$ cat src/rtl/mem_arbiter_pkg.sv
// mem_arbiter_pkg: shared state/grant encodings and the default SRAM access time
package mem_arbiter_pkg;
    typedef enum logic [1:0] {
        IDLE   = 2'd0,
        ACCESS = 2'd1,
        DONE   = 2'd2
    } state_t;
    localparam logic GNT_IF   = 1'b0;
    localparam logic GNT_DATA = 1'b1;
    localparam int WAIT_CYCLES_DEF = 4;
endpackage

$ cat src/rtl/mem_arbiter_wait_counter.sv
// mem_arbiter_wait_counter: loadable 4-bit down-counter with zero flag
module mem_arbiter_wait_counter (
    input  logic       clk,
    input  logic       rst,
    input  logic       load,
    input  logic [3:0] load_val,
    output logic       zero
);
    logic [3:0] r_cnt;
    always_ff @(posedge clk) begin
        if (rst) r_cnt <= '0;
        else if (load) r_cnt <= load_val;
        else if (r_cnt != 4'd0) r_cnt <= r_cnt - 4'd1;
    end
    assign zero = (r_cnt == 4'd0);
endmodule

$ cat src/rtl/mem_arbiter.sv
// mem_arbiter: shares one fixed-latency single-port SRAM between instruction fetch and the MEM stage
module mem_arbiter
    import mem_arbiter_pkg::*;
#(
    parameter int ADDR_W      = 18,
    parameter int DATA_W      = 32,
    parameter int WAIT_CYCLES = WAIT_CYCLES_DEF
) (
    input  logic              clk,
    input  logic              rst,
    input  logic              if_req,
    input  logic [ADDR_W-1:0] if_addr,
    output logic [DATA_W-1:0] if_rdata,
    output logic              if_ready,
    input  logic              mem_r_en,
    input  logic              mem_w_en,
    input  logic [ADDR_W-1:0] mem_addr,
    input  logic [DATA_W-1:0] mem_wdata,
    output logic [DATA_W-1:0] mem_rdata,
    output logic              mem_ready,
    output logic              freeze,
    output logic [ADDR_W-1:0] sram_addr,
    output logic [DATA_W-1:0] sram_wdata,
    input  logic [DATA_W-1:0] sram_rdata,
    output logic              sram_we,
    output logic              sram_oe
);
    state_t r_state, w_next;
    logic r_gnt, r_last_data;
    logic w_data_req, w_gnt, w_start, w_zero, w_is_st;
    assign w_data_req = mem_r_en | mem_w_en;
    // A data request yields to a waiting fetch right after a data grant so fetch cannot starve
    assign w_gnt   = (w_data_req & ~(if_req & r_last_data)) ? GNT_DATA : GNT_IF;
    assign w_start = (r_state == IDLE) & (if_req | w_data_req);
    assign w_is_st = (w_gnt == GNT_DATA) & mem_w_en;
    assign freeze  = (w_data_req & ~mem_ready) | (if_req & ~if_ready);
    mem_arbiter_wait_counter u_cnt (
        .clk      (clk),
        .rst      (rst),
        .load     (w_start),
        .load_val (4'(WAIT_CYCLES - 1)),
        .zero     (w_zero)
    );
    always_ff @(posedge clk) begin
        if (rst) r_state <= IDLE;
        else r_state <= w_next;
    end
    always_comb begin
        w_next = (r_state == IDLE)   ? (w_start ? ACCESS : IDLE) :
                 (r_state == ACCESS) ? (w_zero ? DONE : ACCESS) : IDLE;
    end
    always_ff @(posedge clk) begin
        if (rst) begin
            r_gnt       <= GNT_IF;
            r_last_data <= 1'b0;
            if_ready    <= 1'b0;
            mem_ready   <= 1'b0;
            if_rdata    <= '0;
            mem_rdata   <= '0;
            sram_addr   <= '0;
            sram_wdata  <= '0;
            sram_we     <= 1'b0;
            sram_oe     <= 1'b0;
        end else begin
            if_ready  <= 1'b0;
            mem_ready <= 1'b0;
            if (w_start) begin
                r_gnt       <= w_gnt;
                r_last_data <= (w_gnt == GNT_DATA);
                sram_addr   <= (w_gnt == GNT_DATA) ? mem_addr : if_addr;
                sram_wdata  <= mem_wdata;
                sram_we     <= w_is_st;
                sram_oe     <= ~w_is_st;
            end
            if (r_state == ACCESS && w_zero) begin
                sram_we <= 1'b0;
                sram_oe <= 1'b0;
                if (r_gnt == GNT_DATA) mem_ready <= 1'b1;
                else if_ready <= 1'b1;
                if (sram_oe && r_gnt == GNT_DATA) mem_rdata <= sram_rdata;
                if (sram_oe && r_gnt == GNT_IF) if_rdata <= sram_rdata;
            end
        end
    end
endmodule

$ cat config.mk
export PLATFORM = sky130hd
export DESIGN_NAME = mem_arbiter
export DESIGN_NICKNAME = d
export VERILOG_FILES = /design/src/rtl/mem_arbiter_pkg.sv /design/src/rtl/mem_arbiter_wait_counter.sv /design/src/rtl/mem_arbiter.sv
export SDC_FILE = /design/constraint.sdc
export NUM_CORES = 1
export LEC_CHECK = 0
export ABC_AREA = 0
export CORE_UTILIZATION = 46
export CTS_CLUSTER_DIAMETER = 100
export DETAILED_ROUTE_END_ITERATION = 12
export PLACE_DENSITY_LB_ADDON = 0.1
export SYNTH_ARGS = -nofsm -noshare
export SYNTH_HDL_FRONTEND = slang
export SYNTH_HIERARCHICAL = 1
export SYNTH_SLANG_ARGS = --single-unit
$ cat constraint.sdc
create_clock -name clk -period 3.5 [get_ports clk]
set_input_delay 0.7 -clock clk [delete_from_list [all_inputs] [get_ports clk]]
set_output_delay 0.7 -clock clk [all_outputs]
set_load 0.03 [all_outputs]
After elaboration in Yosys (flattened, before gate mapping)
Index checks and enable logic that the tools add are counted.
Storage, ports and cells
  register bits after elaboration: 125
  input port bits: 105
  output and inout port bits: 119
  logic and storage cells: 51
Cells by class
  add/subtract/negate cells: 1
  equality and inequality tests: 1
  mux-type cells: 10
  bitwise gates (word level): 15
  reduce and logical (&&, ||, !) cells: 12
Operators by type and width (number)
  18-bit 2-to-1 mux: 1
  2-bit 2-to-1 mux: 5
  1-bit AND: 6
  1-bit NOT: 6
  2-bit OR reduction: 3
  4-bit zero test: 1
  1-bit 2-to-1 mux: 4
  2-bit AND reduction: 2
  4-bit nonzero test: 1
  4-bit by 1-bit subtractor with 4-bit output, second input constant: 1
  1-bit logical AND: 3
  1-bit bitwise OR: 3
  2-bit by 1-bit == test with 1-bit output, second input constant: 1
  2-bit zero test: 1
  2-bit nonzero test: 1

Longest topological paths before layout
Gate-level depths: netlist (run 1).
  depth in word-level cells: 6
  mapped depth: 8
  mapped depth without buffers: 6

Hierarchy
The synthesis (run 1) kept the hierarchy.
By module, submodules not included
  mem_arbiter: times used 1, cells each 527, area an instance 5034.8 µm², sequential area each 2422.3 µm²
  mem_arbiter_wait_counter: times used 1, cells each 24, area an instance 229.0 µm², sequential area each 80.1 µm²

Least setup slack after synthesis (run 1)
Ideal clock, no wire load.
  kind: input port to output port
  start point: input if_req
  end point: output freeze
  data arrival time: 1228 ps
  required time: 2800 ps
  slack: 1572 ps
  stages: 2
  path buffers: 0
  cell sequence: inv_1 -> o22ai_1
On the way
  cells in the longest elaborated chain, start to end: 2
Ends and longest elaborated chain
  start, declared: line mem_arbiter.sv:11  | input logic if_req,
  1-bit AND: line mem_arbiter.sv:36  | assign freeze = (w_data_req & ~mem_ready) | (if_req & ~if_ready);
  1-bit bitwise OR: line mem_arbiter.sv:36
  end, declared: line mem_arbiter.sv:21  | output logic freeze,
Every way passes these cells.

Worst setup path in the final report (run 1)
Ends and elaborated chain as after synthesis.

==> impl_results.md, run 1 <==
* Starting DRC count in detailed routing at 228
* Setup violators final at 0
* RSZ-0062 raised after global routing: no
* TritonCTS clock tree: yes
* Worst skew pair latency at 410 ps
* Share of cells above drive strength 1 at 7.05%
* Vias in the first global route at 4621
* Overflow left after global routing at 0
* Height of the chip at 109 µm
* Synthesis-to-layout area growth at 52.2%
* Combinational power share at 25.3%
* Fill cell count at 838
* Per-cell routed wire length at 15.7 µm
* Final wirelength at 14200 µm
* Remaining DRCs at 0
* Area of the die at 0.0119 mm²
* Syn_area_per_cell at 9.55 µm²
* DR vias at 4737
* Yosys top cell by area: dfxtp_1
* DRT Pass-1 Iters at 4
* Num CTS Buffers at 17
* #FFs+latches synth at 125
* Dominant cells by area after synthesis: dfxtp_1 (48%), mux2i_1 (12%), nand2b_1 (11%)
* Pwr/cell area at 547 mW/mm²
* Sink Count at 125
* Status: complete, no violations
* Fin. Hold Viols at 0
* Io pins at 224
* Initial core utilization at 47.9%
* Startpoint Class: input pin
* Worst endpoint required time at 2800 ps
* Yosys cell types at 41
* Tightest Hold Check Type: flip-flop to flip-flop
* Synth Instances at 551
* Seq pwr share at 37.6%
* P_sw at 1.29 mW
* Crit Path Max Fanout at 6
* Slew Limit Fails at 0
* Worst R2R Path Depth at 7
* Port-buffer cells at 223
* Worst EP arrival at 2310 ps
* Sequential share of the synthesized area at 47.5%
* Post-route core utilization at 72.9%
* Initial antenna violation count at 0
* Largest net degree at the start of global routing at 129
* Die W at 109 µm
* CTS resizes at 0
* DP Worst Slack at 510 ps
* Clk slew on worst S/H paths at 50 ps
* Maximum clock rate at 0.333 GHz
* Final worst-path cycle share at 85.9%
* Final worst slack at 493 ps
* Switching Share at 29.4%
* Via density at 5.23
* CP Class: input pin to output port
* Synth top area share at 47.5%
* Post-Syn Area at 0.00526 mm²
* Setup TNS at 0 ps
* HPWL Detailed at 9570 µm
* Core area at 0.0110 mm²
* Row count at 38
* Clock Tree Buf Depth at 2
* CP Capture Type: output port
* Slew headroom at 31.5%
* Design Power at 4.38 mW
* Post-DP Area at 0.00746 mm²
* Final Skew at 10.3 ps
* ANT cells at 0
* CTS Root Cell: clkbuf_16
* Synth warn at 6
* Int Power at 3.09 mW
* Final ANT Viol Nets at 0
* Final nets at 860
* Post-route minimum period at 3010 ps
* GRT Total Usage at 23.9%
* VDD IR max at 0.000364 V
* RePlAce Congestion at 0.759
* Leak pwr at 3.10 nW
* Hold buffer count at cts at 0
* Actual slew at the worst max-slew pin at 1030 ps
* Postcts setup bufs at 0
* H-tree levels at 4
* First-pass GRT wire length at 21900 µm
* Maxcap violations at 0
* Clk pwr share at 37.0%
* Hold depth at 2
* Final Instance Area at 0.00801 mm²
==> critical path, stage by stage <==
cell	delay, ps
clkdlybuf4s50_1	670
inv_1	70
o22ai_1	170
clkdlybuf4s50_1	690
==> metrics by stage <==
| stage | cells | hold WS (ps) |
|---|---|---|
| finish | 906 | 474 |
| CTS | 906 | 474 |
| floorplan | 553 | 490 |
| global placement | 875 | 458 |
| global route | 906 | 489 |
| detailed placement | 875 | 462 |
==> cells in the final DEF, fill, tap and decap left out, types with 3 or more instances in the layout <==
cell type and n:
o21ai_0 34, inv_1 3, a311oi_1 18, clkinv_2 7, nand2_1 41, nand3_1 33
nor2_1 5, nor3_1 3, clkdlybuf4s50_1 222, a21oi_1 45, nand2b_1 96, clkbuf_8 4
mux2i_1 64, clkbuf_16 17, a21oi_2 7, conb_1 4, o22ai_1 3, buf_4 7
dfxtp_1 125
==> synthesized netlist by cell type (all sizes together) <==
| library cell | n |
|---|---|
| nand2 | 41 |
| mux2 | 1 |
| a2bb2oi | 1 |
| a311oi | 18 |
| or3 | 1 |
| nor2b | 2 |
| nand3 | 33 |
| o32ai | 1 |
| o211a | 1 |
| a21oi | 52 |
| ha | 1 |
| mux2i | 64 |
| nand2b | 96 |
| o21ai | 34 |
| conb | 2 |
| xnor2 | 2 |
| inv | 3 |
| or2 | 2 |
| nor3 | 5 |
| nor3b | 2 |
| nor2 | 6 |
| o2bb2ai | 1 |
| dfxtp | 125 |
| buf | 26 |
| clkbuf | 21 |
| nand3b | 2 |
| o22ai | 3 |
| and2 | 1 |
| and3 | 1 |
| a21boi | 1 |
| and3b | 2 |
==> cells by family (layout without fill, tap and decap cells) <==
kind of cell / Yosys count / after routing / synth area share, %
compound gates: 112 / 112 / 13.3
xor+xnor: 2 / 2 / 0.333
fa+ha+maj: 1 / 1 / 0.238
buf+inv: 50 / 263 / 5.40
flops: 125 / 125 / 47.5
mux: 65 / 65 / 12.4
other cells: 2 / 4 / 0.143
simple gates: 194 / 194 / 20.7
==> cell type report <==
| cell class | instances | area [µm²] | share of cell area [%] |
|---|---|---|---|
| flip-flops and latches | 125 | 2500 | 31.2 |
| clock buffers | 23 | 488 | 6.09 |
| clock inverters | 8 | 65.1 | 0.812 |
| repair buffers | 229 | 2270 | 28.4 |
| well taps | 140 | 175 | 2.19 |
| inverters | 3 | 11.3 | 0.141 |
| multi-input cells | 378 | 2490 | 31.1 |
==> power by group through the flow <==
| stage | Sequential, mW | Combinational (mW) | Clock (mW) |
|---|---|---|---|
| global route | 1.66 | 1.18 | 1.71 |
| global placement | 1.66 | 1.08 | 0 |
| finish | 1.65 | 1.11 | 1.62 |
| floorplan | 1.88 | 0.456 | 0 |
| detailed placement | 1.67 | 1.10 | 0 |
| CTS | 1.65 | 1.11 | 1.65 |
==> path summary, 6_finish.rpt <==
path / startpoint / to / slack (ps)
worst max register to register: u_cnt/r_cnt[0] / mem_rdata[15] / 1040
worst min register to register: mem_rdata[14] / mem_rdata[14] / 470
worst min-delay path: mem_rdata[14] / mem_rdata[14] / 470
worst max-delay path: if_req / freeze / 490
==> sequential cells by signal, indices dropped and copies added, names as in the netlist <==
register     cells
if_rdata        32
mem_rdata       32
sram_wdata      32
sram_addr       18
u_cnt/r_cnt      4
r_state          2
if_ready         1
mem_ready        1
r_last_data      1
sram_oe          1
sram_we          1
==> per-layer routing <==
metal | track usage (%) | vias to the layer above | share of wire (%)
li1 | - | 2300 | -
met1 | 26.2 | 2240 | 40
met2 | 41.9 | 173 | 51
met3 | 7.23 | 24 | 6.7
met4 | 11.6 | 0 | 2.2
met5 | 0 | - | 0
Power figures use the tool's default switching activity.
==> run 2, diff against run 1 <==
--- a/config.mk
+++ b/config.mk
@@ -9,7 +9,8 @@
 export CORE_UTILIZATION = 46
 export CTS_CLUSTER_DIAMETER = 100
 export DETAILED_ROUTE_END_ITERATION = 12
-export PLACE_DENSITY_LB_ADDON = 0.1
+export PLACE_DENSITY = 0.91
+export REMOVE_ABC_BUFFERS = 1
 export SYNTH_ARGS = -nofsm -noshare
 export SYNTH_HDL_FRONTEND = slang
 export SYNTH_HIERARCHICAL = 1
==> run 2 against run 1 <==
Worst setup slack got worse by 17 ps. Via count increased by 0.93%. Routed wire length increased by 9.5%. Largest cell class unchanged.
==> impl_results.md, run 2 (synthesized netlist as in run 1, its figures left out) <==
* Per-cell routed wire length at 17.1 µm (+8.9%)
* TritonCTS clock tree: yes
* Overflow left after global routing at 0 (unchanged)
* Port-buffer cells at 223 (unchanged)
* Leak pwr at 3.16 nW (+1.9%)
* Sink Count at 125 (unchanged)
* Crit path largest cell delay at 700 ps (about the same)
* Worst skew pair latency at 410 ps (about the same)
* GRT Total Usage at 26.1% (+2.2 points)
* Height of the chip at 109 µm (unchanged)
* Hold buffer count at cts at 0 (unchanged)
* RSZ-0062 raised after global routing: no
* Share of cells above drive strength 1 at 7.65% (+0.60 points)
* Startpoint Class: input pin
* Clk slew on worst S/H paths at 50 ps (about the same)
* VDD IR max at 0.000374 V (+2.7%)
* Final nets at 864 (+0.47%)
* Synthesis-to-layout area growth at 54.8%
* Fin. Hold Viols at 0 (unchanged)
* Hold WS at 472 ps (-1.79 ps)
* Final worst slack at 476 ps (-17.3 ps)
* Remaining DRCs at 0 (unchanged)
* Core area at 0.0110 mm² (unchanged)
* Most frequent cells in the layout: clkdlybuf4s50_1 (222), dfxtp_1 (125), nand2b_1 (96), mux2i_1 (64), a21oi_1 (45)
* Actual slew at the worst max-slew pin at 1030 ps (+3.63 ps)
* RePlAce Congestion at 0.810 (+6.7%)
* Final worst-path cycle share at 86.4% (+0.49 points)
* HPWL Detailed at 10800 µm (+12%)
* Biggest regs: if_rdata: 32 flops, mem_rdata: 32 flops, sram_wdata: 32 flops
* CP Capture Type: output port
* Crit path buf inv count at 2 (-1)
* DP Worst Slack at 502 ps (-8.12 ps)
* Fill cell count at 748 (-11%)
* First-pass GRT wire length at 23500 µm (+7.0%)
* Worst path most repeated cell: clkdlybuf4s50_1
* Num CTS Buffers at 17 (unchanged)
* Initial antenna violation count at 0 (unchanged)
* Slew Limit Fails at 0 (unchanged)
* CTS Root Cell: clkbuf_16
* Setup violators final at 0 (unchanged)
* Crit-path slowest cell: clkdlybuf4s50_1
* Status: complete, no violations
* Die W at 109 µm (unchanged)
* Tightest Hold Check Type: flip-flop to flip-flop
* Final wirelength at 15600 µm (+9.5%)
* Vias in the first global route at 4780 (+3.4%)
* Via density at 5.25 (+0.37%)
* Largest net degree at the start of global routing at 135 (+4.7%)
* Worst endpoint required time at 2800 ps (about the same)
* Final Skew at 12.2 ps (+1.92 ps)
* H-tree levels at 4 (unchanged)
* Postcts setup bufs at 0 (unchanged)
* Clock Tree Buf Depth at 2 (unchanged)
* Initial core utilization at 47.9% (unchanged)
* Worst EP arrival at 2320 ps (about the same)
* DR vias at 4781 (+0.93%)
* CP Class: input pin to output port
* Io pins at 224 (unchanged)
* Non-Filler Instances at 911 (+0.55%)
* DRT Pass-1 Iters at 5 (+1)
* Area of the die at 0.0119 mm² (unchanged)
* Maximum clock rate at 0.331 GHz (-0.57%)
* Setup TNS at 0 ps (unchanged)
* Critical path's top delay family: buffers and inverters
* Met3 usage at 11.0% (+3.8 points)
* Post-route minimum period at 3020 ps (+17.3 ps)
* CTS resizes at 0 (unchanged)
* Grt met2 use at 45.9% (+4.0 points)
* Design Power at 4.72 mW (+7.8%)
* Placed cell count at 879 (+0.46%)
* Slew headroom at 31.2% (-0.24 points)
* Most Crowded Layer GR: met2
* Maxcap violations at 0 (unchanged)
* ANT cells at 0 (unchanged)
* Met1 Usage GRT at 27.3% (+1.2 points)
* Pwr/cell area at 579 mW/mm² (+6.0%)
* Most common cell after layout, fill and taps aside: clkdlybuf4s50_1
* Critical-path cell list: clkdlybuf4s50_1, nor2_1, o22ai_1, clkdlybuf4s50_1
* Row count at 38 (unchanged)
* Crit Path Max Fanout at 6 (unchanged)
* Starting DRC count in detailed routing at 242 (+6.1%)
* Final ANT Viol Nets at 0 (unchanged)
==> run 2: cell types whose count changed in the layout (fill, tap and decap cells not counted), sizes merged <==
cell	delta
bufinv	+4
clkbuf	-1
buf	+4
clkinv	-3
clkinvlp	+1
==> run 2: worst register-to-register path, cell delays in order, from the launching register on <==
cell     delay [ps]
dfxtp_1         320
inv_1            90
ha_1            190
nor3b_4         310
and3b_1         250
and3_2          520
buf_4           330
mux2i_1         220
==> run 2: layout make-up <==
cell class	instances	area [µm²]	share of cell area [%]
Inverter	3	11.3	0.138
Clock inverter	10	185	2.27
Timing Repair Buffer	233	2300	28.3
Multi-Input combinational cell	378	2490	30.6
Tap cell	140	175	2.15
Clock buffer	22	474	5.82
Sequential cell	125	2500	30.7
==> run 2: path summary, 6_finish.rpt <==
kind                            cells past startpoint      startpoint  slack, ps             to
worst min register to register                      2   mem_rdata[22]        470  mem_rdata[22]
worst max register to register                      7  u_cnt/r_cnt[0]       1180   mem_rdata[2]
worst max-delay path                                4        mem_w_en        480         freeze
worst min-delay path                                2   mem_rdata[22]        470  mem_rdata[22]
==> run 2: report_power, final <==
part	internal [mW]	switching [mW]
clock	1.32	0.619
sequential	1.56	0.0924
combinational	0.504	0.626
total	3.38	1.34
==> run 2: routing by layer <==
metal	part of all wire (%)	wire length [µm]
met5	0	0
met4	2.6	408
met3	10	1570
met2	50	7780
met1	37	5820
==> run 2: per-stage QoR <==
stage,util [%],area [µm²]
2_1_floorplan,-,5000
3_3_place_gp,68.2,7490
3_5_place_dp,68.2,7490
4_1_cts,74.2,8150
5_1_grt,74.2,8150
6_report,74.2,8150
